===== src/rtl/btn_event_pkg.sv =====
// Shared definitions for the button event receiver: event encoding and index sizing.
package btn_event_pkg;

  localparam logic EVT_PRESS   = 1'b1;
  localparam logic EVT_RELEASE = 1'b0;

  localparam int IDX_MAX_W = 8;

  typedef struct packed {
    logic                 is_press;
    logic [IDX_MAX_W-1:0] index;
  } btn_evt_t;

  function automatic int idx_w(input int width);
    return (width <= 2) ? 1 : $clog2(width);
  endfunction

endpackage


===== src/rtl/btn_debounce_bit.sv =====
// One input line: two-flop synchronizer, stability counter, debounced level and edge pulses.
module btn_debounce_bit #(
  parameter int DEBOUNCE_CYCLES = 100000
) (
  input  logic clk,
  input  logic reset,
  input  logic btn_i,
  output logic level_o,
  output logic rise_o,
  output logic fall_o
);

  localparam int CNT_W = (DEBOUNCE_CYCLES > 1) ? $clog2(DEBOUNCE_CYCLES) : 1;
  localparam logic [CNT_W-1:0] CNT_LAST = CNT_W'(DEBOUNCE_CYCLES - 1);

  logic             sync1_q;
  logic             sync2_q;
  logic [CNT_W-1:0] cnt_q, cnt_d;
  logic             level_q, level_d;
  logic             rise_q, rise_d;
  logic             fall_q, fall_d;

  // Counter only runs while the synchronized sample disagrees with the accepted level.
  always_comb begin
    cnt_d   = '0;
    level_d = level_q;
    rise_d  = 1'b0;
    fall_d  = 1'b0;
    if (sync2_q != level_q) begin
      if (cnt_q == CNT_LAST) begin
        level_d = sync2_q;
        rise_d  = sync2_q;
        fall_d  = ~sync2_q;
      end else begin
        cnt_d = cnt_q + 1'b1;
      end
    end
  end

  always_ff @(posedge clk) begin
    if (reset) begin
      sync1_q <= 1'b0;
      sync2_q <= 1'b0;
      cnt_q   <= '0;
      level_q <= 1'b0;
      rise_q  <= 1'b0;
      fall_q  <= 1'b0;
    end else begin
      sync1_q <= btn_i;
      sync2_q <= sync1_q;
      cnt_q   <= cnt_d;
      level_q <= level_d;
      rise_q  <= rise_d;
      fall_q  <= fall_d;
    end
  end

  assign level_o = level_q;
  assign rise_o  = rise_q;
  assign fall_o  = fall_q;

endmodule


===== src/rtl/btn_event_rx.sv =====
// Debounced button receiver: per-line edge pulses plus a pending-flag arbiter feeding a
// small first-word-fall-through event FIFO with a sticky overflow flag.
module btn_event_rx
  import btn_event_pkg::*;
#(
  parameter  int WIDTH           = 3,
  parameter  int DEBOUNCE_CYCLES = 100000,
  parameter  int FIFO_DEPTH      = 4,
  localparam int IDX_W           = idx_w(WIDTH)
) (
  input  logic             clk,
  input  logic             reset,
  input  logic [WIDTH-1:0] btn_in,
  output logic [WIDTH-1:0] btn_level,
  output logic [WIDTH-1:0] rise_pulse,
  output logic [WIDTH-1:0] fall_pulse,
  output logic             evt_valid,
  input  logic             evt_ready,
  output logic [IDX_W:0]   evt_data,
  output logic             evt_overflow,
  input  logic             clr_overflow
);

  localparam int EVT_W = 1 + IDX_W;
  localparam int AW    = (FIFO_DEPTH > 1) ? $clog2(FIFO_DEPTH) : 1;
  localparam logic [AW:0] CNT_FULL = (AW + 1)'(FIFO_DEPTH);

  logic [WIDTH-1:0] edge_w;
  logic [WIDTH-1:0] eff_valid;
  logic [WIDTH-1:0] eff_type;
  logic [WIDTH-1:0] grant;
  logic [WIDTH-1:0] pend_q, pend_d;
  logic [WIDTH-1:0] ptype_q, ptype_d;
  logic             found;
  logic             ovf_set;
  logic             ovf_q, ovf_d;
  logic [EVT_W-1:0] push_data;

  logic [EVT_W-1:0] mem_q [FIFO_DEPTH];
  logic [AW-1:0]    wr_ptr_q, wr_ptr_d;
  logic [AW-1:0]    rd_ptr_q, rd_ptr_d;
  logic [AW:0]      count_q, count_d;
  logic             full;
  logic             push;
  logic             pop;

  genvar g;
  generate
    for (g = 0; g < WIDTH; g++) begin : g_line
      btn_debounce_bit #(
        .DEBOUNCE_CYCLES(DEBOUNCE_CYCLES)
      ) u_db (
        .clk    (clk),
        .reset  (reset),
        .btn_i  (btn_in[g]),
        .level_o(btn_level[g]),
        .rise_o (rise_pulse[g]),
        .fall_o (fall_pulse[g])
      );
    end
  endgenerate

  assign edge_w = rise_pulse | fall_pulse;
  assign full   = (count_q == CNT_FULL);

  // A fresh edge is visible to the arbiter in its pulse cycle, so an idle FIFO reports it
  // one cycle later. An already-pending event keeps priority over a same-cycle new edge.
  always_comb begin
    eff_valid = pend_q | edge_w;
    eff_type  = '0;
    grant     = '0;
    found     = 1'b0;
    push_data = '0;
    for (int i = 0; i < WIDTH; i++) begin
      eff_type[i] = pend_q[i] ? ptype_q[i] : (rise_pulse[i] ? EVT_PRESS : EVT_RELEASE);
    end
    if (!full) begin
      for (int i = 0; i < WIDTH; i++) begin
        if (eff_valid[i] && !found) begin
          found     = 1'b1;
          grant[i]  = 1'b1;
          push_data = {eff_type[i], IDX_W'(i)};
        end
      end
    end
    pend_d  = (eff_valid & ~grant) | (edge_w & pend_q);
    ptype_d = (edge_w & rise_pulse) | (~edge_w & ptype_q);
    ovf_set = |(edge_w & pend_q & ~grant);
    ovf_d   = ovf_set ? 1'b1 : (clr_overflow ? 1'b0 : ovf_q);
  end

  // Fullness is judged before any pop, so a full FIFO never accepts a push in a pop cycle.
  always_comb begin
    push     = |grant;
    pop      = evt_valid & evt_ready;
    wr_ptr_d = push ? wr_ptr_q + 1'b1 : wr_ptr_q;
    rd_ptr_d = pop ? rd_ptr_q + 1'b1 : rd_ptr_q;
    count_d  = count_q;
    if (push && !pop) begin
      count_d = count_q + 1'b1;
    end else if (pop && !push) begin
      count_d = count_q - 1'b1;
    end
  end

  always_ff @(posedge clk) begin
    if (reset) begin
      pend_q   <= '0;
      ptype_q  <= '0;
      ovf_q    <= 1'b0;
      wr_ptr_q <= '0;
      rd_ptr_q <= '0;
      count_q  <= '0;
      for (int k = 0; k < FIFO_DEPTH; k++) begin
        mem_q[k] <= '0;
      end
    end else begin
      pend_q   <= pend_d;
      ptype_q  <= ptype_d;
      ovf_q    <= ovf_d;
      wr_ptr_q <= wr_ptr_d;
      rd_ptr_q <= rd_ptr_d;
      count_q  <= count_d;
      if (push) begin
        mem_q[wr_ptr_q] <= push_data;
      end
    end
  end

  assign evt_valid    = (count_q != '0);
  assign evt_data     = mem_q[rd_ptr_q];
  assign evt_overflow = ovf_q;

endmodule


===== config.mk =====
export PLATFORM = sky130hd
export DESIGN_NAME = btn_event_rx
export DESIGN_NICKNAME = d
export VERILOG_FILES = /design/src/rtl/btn_event_pkg.sv /design/src/rtl/btn_debounce_bit.sv /design/src/rtl/btn_event_rx.sv
export SDC_FILE = /design/constraint.sdc
export NUM_CORES = 1
export LEC_CHECK = 0
export CAP_MARGIN = 30
export CORE_MARGIN = 2
export CORE_UTILIZATION = 45
export DETAILED_ROUTE_END_ITERATION = 12
export PLACE_DENSITY = 0.73
export SETUP_SLACK_MARGIN = 0.1
export SLEW_MARGIN = 15
export SYNTH_ARGS = -nofsm -noshare
export SYNTH_HDL_FRONTEND = slang
export SYNTH_SLANG_ARGS = --single-unit

===== constraint.sdc =====
create_clock -name clk -period 6.7 [get_ports clk]
set_input_delay 1.005 -clock clk [delete_from_list [all_inputs] [get_ports clk]]
set_output_delay 1.005 -clock clk [all_outputs]
set_load 0.005 [all_outputs]

==> results.ini, run 1 <==
[grt]
grt_overflow=0
antenna_found_initial=0
grt_pass1_wl_mm=13.2
grt_pass1_vias=2965
grt_max_degree=35
gr-usage-all-layers_pct=16.1

[yosys]
yosysSeqAreaShare_pct=47.9
synth.distinct_cells=50
synthesis.nets=462
synth_edf_count=12
synth_area_um2=4180
avgSynthCellArea_um2=9.29
async_flop_share_pct=0
ys_seq_elements=94
ys_warn_count=0
syn_inst=450
ys.flop_type=dfxtp_1

[timing]
tightest_slew_ns=0.565
max_slew_margin_pct=62.3
finalMaxSlewViolations=0
setup_viol=0
finalSetupTns_ns=0
rsz0062_at_grt=false
max_freq_mhz=363
finClkSkew_ns=0.0134
final_hold_viol_count=0
fin_crit_ns=2.75
min_period_over_period_pct=41.1

[cells_and_area]
final_cell_mix=dfxtp_1, nor2_1, xnor2_1, nand2_1, nand3_1
syn_to_final_growth_pct=11.2
final_area_um2=4650
stdcell_count=578
drive_gt1_share_pct=6.85
final_nets=474
diodes=0
layout_commonest_cell=dfxtp_1

[die]
dieWidth_um=100
core_um2=9110
initial_utilization_pct=45.9
die_area_um2=10100
ios=21
dieHeight_um=100
rows=35

[placement]
place_inst=562
gp_congestion=0.847
io_buffers=20
placed_area_um2=4410
dpl.hpwl_mm=5.24

[clock_network]
clk_path_buf_depth=2
numClockSinks=94
cts_tree=built
cts_setup_buffers=0
clk_latency_ns=0.35
cts_resized=0
cts_max_level=3
cts_hold_buffers=0
clockRootBuffer=clkbuf_8
numCtsBuffers=9
clk_pin_slew_ns=0.08

[setup_path]
cp.required_ns=5.69
arrival_ns=1.75
r2r_slack_ns=4.37
r2r-start=g_line[1].u_db.rise_o
crit_fanout=3
start_kind=flip-flop
crit_type=reg -> out
endpoint_kind=primary output

[route]
vias_per_cell=5.32
wl_per_cell_um=13.0
initialDrtViolationCount=106
drt_wl_total_mm=7.51
drc=0
vias=3074
firstDrtPassIters=4
ant_nets=0

[power_and_ir_drop]
cellLeakagePower_uw=0.00143
power_density_nw_per_um2=244
ir_worst_vdd_uv=112

[flow_run]
maxCapViolCount=0

[hold_path]
min_path_type=reg -> reg
min-delay-start=g_line[0].u_db.sync1_q

[run_status]
status=finished clean

[worst max-delay path, cell delays in order, from the launching register on]
cell	delay [ns]
dfxtp_1	0.43
mux4_2	0.52
clkdlybuf4s50_1	0.46
[cells by family after synthesis]
family	count (synthesis)	share of synthesized area [%]
simple gates	224	27.8
flops	94	47.9
xor+xnor	51	10.7
buf+inv	35	4.22
compound gates	33	4.85
mux	8	2.84
fa+ha+maj	5	1.68
[cell type report]
| class | instances | area, µm² |
|---|---|---|
| Fill cell | 844 | 4460 |
| Sequential cell | 94 | 2000 |
| Multi-Input combinational cell | 321 | 2000 |
| Timing Repair Buffer | 22 | 215 |
| Clock buffer | 11 | 153 |
| Tap cell | 111 | 139 |
| Clock inverter | 5 | 86.3 |
| Inverter | 14 | 52.6 |
[synthesized netlist by cell type, drive strengths merged (12+ instances only)]
cell	count	area (µm²)
nand3	23	128
nand4	19	119
a21oi	14	70.1
inv	14	52.6
nor2	79	297
nor4	20	131
nor3	16	80.1
nand2	26	97.6
xor2	18	158
dfxtp	82	1640
edfxtp	12	360
xnor2	33	289
buf	13	91.3
[flip-flops by register name, indices dropped and copies added, names as in the netlist, named ones only]
| name | flops |
|---|---|
| g_line.u_db.level_o | 3 |
| g_line.u_db.sync2_q | 3 |
| g_line.u_db.rise_o | 3 |
| g_line.u_db.cnt_q | 51 |
| g_line.u_db.fall_o | 3 |
| evt_overflow | 1 |
| count_q | 3 |
| wr_ptr_q | 2 |
| g_line.u_db.sync1_q | 3 |
| mem_q | 12 |
| rd_ptr_q | 2 |
| pend_q | 3 |
[layer usage]
metal	vias to the layer above	global-route usage [%]	part of all wire, %
met3	10	3.34	2.2
met1	1440	20.8	49
met2	28	26.5	48
met4	0	6.01	1.3
met5	-	0	0
li1	1596	-	-
[worst paths after layout]
check	to	cells after the start
setup reg to reg	count_q[2]	8
setup / recovery	evt_data[1]	2
hold reg to reg	g_line[0].u_db.sync2_q	1
hold / removal	g_line[0].u_db.sync2_q	1
[per-stage QoR]
step | setup slack [ns] | utilization (%) | total power [µW] | hold WS (ns)
after floorplan | 4.40 | - | 673 | 0.414
final | 3.95 | 51.0 | 1130 | 0.450
after CTS | 3.92 | 51.0 | 1140 | 0.452
after detailed placement | 3.86 | 48.4 | 707 | 0.432
after global placement | 3.93 | 48.3 | 703 | 0.418
after global routing | 3.86 | 51.0 | 1180 | 0.460
[where the power goes]
part           internal [µW]  switching [µW]  leakage [µW]
combinational           50.8            42.9      0.000521
sequential               585            15.1      0.000786
clock                    237             202      0.000120
total                    873             260       0.00143
No activity file was read; power rests on OpenSTA's default activity.
==> inputs of run 2 (changes only) <==
PLACE_DENSITY = 0.75   (was 0.73)
clock period = 2.4 ns   (was 6.7 ns; I/O delays follow)
==> results.ini, run 2 (synthesis gave the netlist of run 1 again) <==
[cells_and_area]
drive_gt1_share_pct=7.87  ; +1.0 points
final_nets=478  ; +0.84%
multi_input_area_um2=2010  ; +0.25%
top_register=g_line.u_db.cnt_q
syn_to_final_growth_pct=10.8
diodes=0  ; unchanged
layout_commonest_cell=dfxtp_1
nFillCells=848  ; +0.47%
ff_latch_area_um2=2000  ; about the same
largest_reg_flops=51  ; unchanged
reg_top3=g_line.u_db.cnt_q (51), mem_q (12)
final_cell_mix=dfxtp_1, nor2_1, xnor2_1, nand2_1, nand3_1

[clock_network]
cts_max_level=3  ; unchanged
cts_tree=built
clk_pin_slew_ns=0.09  ; about the same
clockRootBuffer=clkbuf_8
numClockSinks=94  ; unchanged
numCtsBuffers=9  ; unchanged
clk_path_buf_depth=2  ; unchanged
clk_latency_ns=0.35  ; about the same

[route]
wl_met1_mm=3.50  ; -4.5%
dr_wl_met3_um=247  ; +47%
vias=3084  ; +0.33%
met2WireLength_mm=3.63  ; +1.5%
routed.top_layer=met4
initialDrtViolationCount=98  ; -7.5%
ant_nets=0  ; unchanged
drt_wl_total_mm=7.45  ; -0.83%
wl_per_cell_um=12.8  ; -1.3%
drc=0  ; unchanged
firstDrtPassIters=4  ; unchanged
vias_per_cell=5.31  ; -0.19%

[setup_path]
worstSetupEndpoint=count_q[2]
cp-startpoint=count_q[2]
r2r_end=count_q[2]
crit_fanout=5  ; +2
endpoint_kind=flip-flop
rr_worst_depth=8  ; unchanged
arrival_ns=2.43  ; +0.68 ns
r2r_slack_ns=0.26  ; -4.11 ns
crit_type=reg -> reg
start_kind=flip-flop
r2r-start=count_q[2]
cp.required_ns=2.69  ; -3.00 ns

[grt]
grt_overflow=0  ; unchanged
gr-usage-all-layers_pct=15.3  ; -0.82 points
grt_pass1_vias=2843  ; -4.1%
antenna_found_initial=0  ; unchanged
grt_max_degree=17  ; -51%
grt_pass1_wl_mm=12.6  ; -4.6%

[die]
dieHeight_um=100  ; unchanged
die_area_um2=10100  ; unchanged
initial_utilization_pct=45.9  ; unchanged
rows=35  ; unchanged
core_um2=9110  ; unchanged
dieWidth_um=100  ; unchanged
ios=21  ; unchanged

[timing]
whs_ns=0.443  ; -0.00685 ns
min_period_over_period_pct=89.2
finalMaxSlewViolations=0  ; unchanged
final_hold_viol_count=0  ; unchanged
tightest_slew_ns=0.514  ; -0.0508 ns
setup_viol=0  ; unchanged
rsz0062_at_grt=false
finalSetupTns_ns=0  ; unchanged
max_freq_mhz=467
fin_crit_ns=2.14
max_slew_margin_pct=65.6  ; +3.3 points
finClkSkew_ns=0.0110  ; -0.00244 ns

[power_and_ir_drop]
ir_worst_vdd_uv=273  ; +140%
cellLeakagePower_uw=0.00141  ; -1.0%
power_density_nw_per_um2=633  ; +160%

[flow_run]
maxCapViolCount=0  ; unchanged

[placement]
io_buffers=20  ; unchanged
gp_congestion=0.796  ; -6.0%
dpl.hpwl_mm=5.46  ; +4.2%

[hold_path]
hold_depth=1  ; unchanged
min_path_type=reg -> reg

[run_status]
status=finished clean

[run 2: changes by cell type in the layout (fill, tap and decap cells not counted), sizes merged]
cell and delta:
buf +4, clkinvlp +2, clkinv -1, clkbuf +2, inv -2, bufinv -2
[run 2: metrics by stage]
stage,area (µm²),instances,total power (µW),setup WS (ns),util [%]
6_report,4630,581,2930,0.258,50.8
5_1_grt,4630,581,3060,0.107,50.8
4_1_cts,4620,581,2950,0.204,50.8
3_5_place_dp,4440,566,1980,0.202,48.7
3_3_place_gp,4440,566,1960,0.260,48.7
2_1_floorplan,4180,450,1880,0.301,-
[run 2: worst max-delay path, stage by stage, from the launching register on]
cell     delay (ns)
dfxtp_1        0.34
or3_1          0.42
nand2_2        0.11
ha_2           0.19
inv_1          0.05
fa_1           0.37
xor2_1         0.16
or3_1          0.30
a21oi_1        0.14
[run 2: power by group]
group | switching, µW | leakage, µW | total, µW | internal (µW)
Sequential | 42.0 | 0.000787 | 1680 | 1630
Clock | 519 | 0.0000869 | 983 | 464
Combinational | 124 | 0.000539 | 271 | 147
[run 2: what timing repair did]
action                                  in CTS  in global routing
hold buffers                                 0                  0
gates resized for setup                      0                  3
buffers inserted                             0                  0
endpoints found under the setup margin       0                  1
[run 2: area by class of cell]
type / count / area share (%)
Timing Repair Buffer: 26 / 5.30
Clock inverter: 2 / 0.324
Multi-Input combinational cell: 321 / 43.3
Inverter: 14 / 1.13
Clock buffer: 13 / 3.67
Sequential cell: 94 / 43.3
Tap cell: 111 / 3.00
[run 2: worst min path at each step]
stage	from	end	slack, ns
CTS	g_line[1].u_db.sync1_q	g_line[1].u_db.sync2_q	0.45
floorplan	g_line[0].u_db.sync1_q	g_line[0].u_db.sync2_q	0.41
finish	g_line[2].u_db.sync1_q	g_line[2].u_db.sync2_q	0.44
global route	g_line[1].u_db.sync1_q	g_line[1].u_db.sync2_q	0.47
detailed placement	g_line[1].u_db.sync1_q	g_line[1].u_db.sync2_q	0.43
global placement	g_line[2].u_db.sync1_q	g_line[2].u_db.sync2_q	0.42
[run 2: routing by layer]
| metal | up-vias | global-route usage (%) |
|---|---|---|
| met5 | - | 0 |
| met4 | 0 | 3.48 |
| met3 | 4 | 4.39 |
| met2 | 39 | 26.8 |
| met1 | 1439 | 18.5 |
| li1 | 1602 | - |
==> inputs of run 3 (changes only) <==
CORE_MARGIN = default   (was 2)
HOLD_SLACK_MARGIN = 0.06   (was default)
PLACE_DENSITY = 0.73   (was 0.75)
clock period = 2.6 ns   (was 2.4 ns; I/O delays follow)
==> results.ini, run 3 (synthesis gave the netlist of run 1 again) <==
[die]
dieWidth_um=98.4  ; -2.0%
die_area_um2=9680  ; -3.9%
ios=21  ; unchanged
dieHeight_um=98.4  ; -2.0%
initial_utilization_pct=47.2  ; +1.3 points
rows=34  ; -2.9%
core_um2=8850  ; -2.9%

[power_and_ir_drop]
p_int_uw=2050  ; -8.7%
combPwrFrac_pct=9.3  ; about the same
power_frac_clock_pct=33.1  ; -0.4 points
swShare_pct=23.7  ; +0.30 points
ir_worst_vdd_uv=276  ; +1.1%
cellLeakagePower_uw=0.00140  ; -0.94%
seqPwrFrac_pct=57.5  ; +0.3 points
power_switching_uw=636  ; -7.2%
power_density_nw_per_um2=584  ; -7.8%

[setup_path]
crit_fanout=8  ; +3
cpPeakStageDelay_ns=0.53  ; +0.11 ns
endpoint_kind=flip-flop
start_kind=flip-flop
cp.required_ns=2.89  ; +0.20 ns
crit_type=reg -> reg
crit_slowest_cell=nor4_2
cp_top_family=simple AND/OR/NAND/NOR gates
path_buf_inv=1  ; unchanged
worstPathCellList=nor4_2, a31oi_4, ha_1, inv_1, fa_1, xor2_1, or3_1, a21oi_1
arrival_ns=2.52  ; +0.09 ns

[cells_and_area]
drive_gt1_share_pct=6.41  ; -1.5 points
syn_to_final_growth_pct=10.1
top_register=g_line.u_db.cnt_q
reg_top3=g_line.u_db.cnt_q (51), mem_q (12)
ff_latch_area_um2=2000  ; about the same
final_nets=475  ; -0.63%
diodes=0  ; unchanged
layout_commonest_cell=dfxtp_1
nFillCells=841  ; -0.83%
multi_input_area_um2=2010  ; +0.19%
fin_util_pct=52.0  ; +1.2 points
largest_reg_flops=51  ; unchanged
final_cell_mix=dfxtp_1, nor2_1, xnor2_1, nand2_1, nand3_1

[timing]
max_freq_mhz=447  ; -4.2%
min_period_over_period_pct=86.0  ; -3.3 points
setup_viol=0  ; unchanged
tightest_slew_ns=0.619  ; +0.105 ns
fin_crit_ns=2.24  ; +0.0933 ns
finalMaxSlewViolations=0  ; unchanged
rsz0062_at_grt=false
max_slew_margin_pct=58.6  ; -7.0 points
whs_ns=0.448  ; +0.00487 ns
finalSetupTns_ns=0  ; unchanged
finClkSkew_ns=0.00817  ; -0.00284 ns
final_hold_viol_count=0  ; unchanged

[run_status]
violations=DRC
status=complete, but fails checks

[clock_network]
numCtsBuffers=9  ; unchanged
clockRootBuffer=clkbuf_8
clk_pin_slew_ns=0.09  ; about the same
cts_max_level=3  ; unchanged
cts_hold_buffers=0  ; unchanged
numClockSinks=94  ; unchanged
cts_resized=0  ; unchanged
cts_setup_buffers=0  ; unchanged
clk_path_buf_depth=2  ; unchanged
clk_latency_ns=0.35  ; about the same
cts_tree=built

[grt]
grt_pass1_wl_mm=13.6  ; +8.1%
grt_overflow=0  ; unchanged
gr-usage-all-layers_pct=17.3  ; +2.0 points
grt_pass1_vias=2991  ; +5.2%
grt_max_degree=23  ; +6
antenna_found_initial=0  ; unchanged

[route]
wl_per_cell_um=13.2  ; +3.1%
drc=1  ; +1
vias=3099  ; +0.49%
initialDrtViolationCount=67  ; -32%
ant_nets=0  ; unchanged
drt_wl_total_mm=7.61  ; +2.2%
firstDrtPassIters=10  ; +6
vias_per_cell=5.38  ; +1.4%

[placement]
dpl.hpwl_mm=5.45  ; -0.19%
io_buffers=20  ; unchanged
gp_congestion=0.858  ; +7.8%

[flow_run]
maxCapViolCount=0  ; unchanged

[hold_path]
min_path_type=reg -> reg

-- run 3: cell types whose count changed in the layout (fill, tap and decap cells not counted), sizes merged --
| cell | delta |
|---|---|
| clkinvlp | -1 |
| clkbuf | +1 |
| buf | -3 |
| clkinv | +1 |
-- run 3: power groups by stage --
stage	Sequential [µW]	Clock [µW]	Combinational (µW)
global route	1560	969	280
floorplan	1570	0	165
detailed placement	1580	0	250
global placement	1580	0	240
CTS	1550	920	250
finish	1550	890	250
-- run 3: area by class of cell --
class | count | area share (%)
repair buffers | 23 | 4.84
flip-flops and latches | 94 | 43.5
multi-input cells | 321 | 43.7
well taps | 108 | 2.94
clock buffers | 14 | 3.56
clock inverters | 2 | 0.353
inverters | 14 | 1.14
-- run 3: worst paths after layout --
check | to | slack (ns) | startpoint | cells past startpoint
worst max-delay path | count_q[2] | 0.36 | g_line[0].u_db.rise_o | 8
worst min-delay path | g_line[2].u_db.sync2_q | 0.45 | g_line[2].u_db.sync1_q | 1
worst max register to register | count_q[2] | 0.36 | g_line[0].u_db.rise_o | 8
worst min register to register | g_line[2].u_db.sync2_q | 0.45 | g_line[2].u_db.sync1_q | 1
-- run 3: stage by stage --
step	worst slack, ns	total power, µW	cells	cell area (µm²)
6_report	0.365	2690	576	4600
4_1_cts	0.275	2720	576	4590
3_3_place_gp	0.361	1810	560	4410
3_5_place_dp	0.298	1830	560	4410
5_1_grt	0.181	2800	576	4600
2_1_floorplan	0.501	1730	450	4180
-- run 3: routing by layer --
metal | vias to the layer above | GRT usage [%] | routed length (µm)
met5 | - | 0 | 0
li1 | 1590 | - | -
met4 | 0 | 5.74 | 87
met2 | 43 | 29.7 | 3690
met1 | 1458 | 21.3 | 3530
met3 | 8 | 4.01 | 309
-- run 3: worst register-to-register path: cells and delay by family, from the launching register on --
family | cells | cell delay, ns
and+or+nand+nor | 2 | 0.84
adders and majority gates | 2 | 0.45
DFF | 1 | 0.37
AOI/OAI and AO/OA | 2 | 0.37
xor gates and xnor gates | 1 | 0.08
buffers and inverters | 1 | 0.07
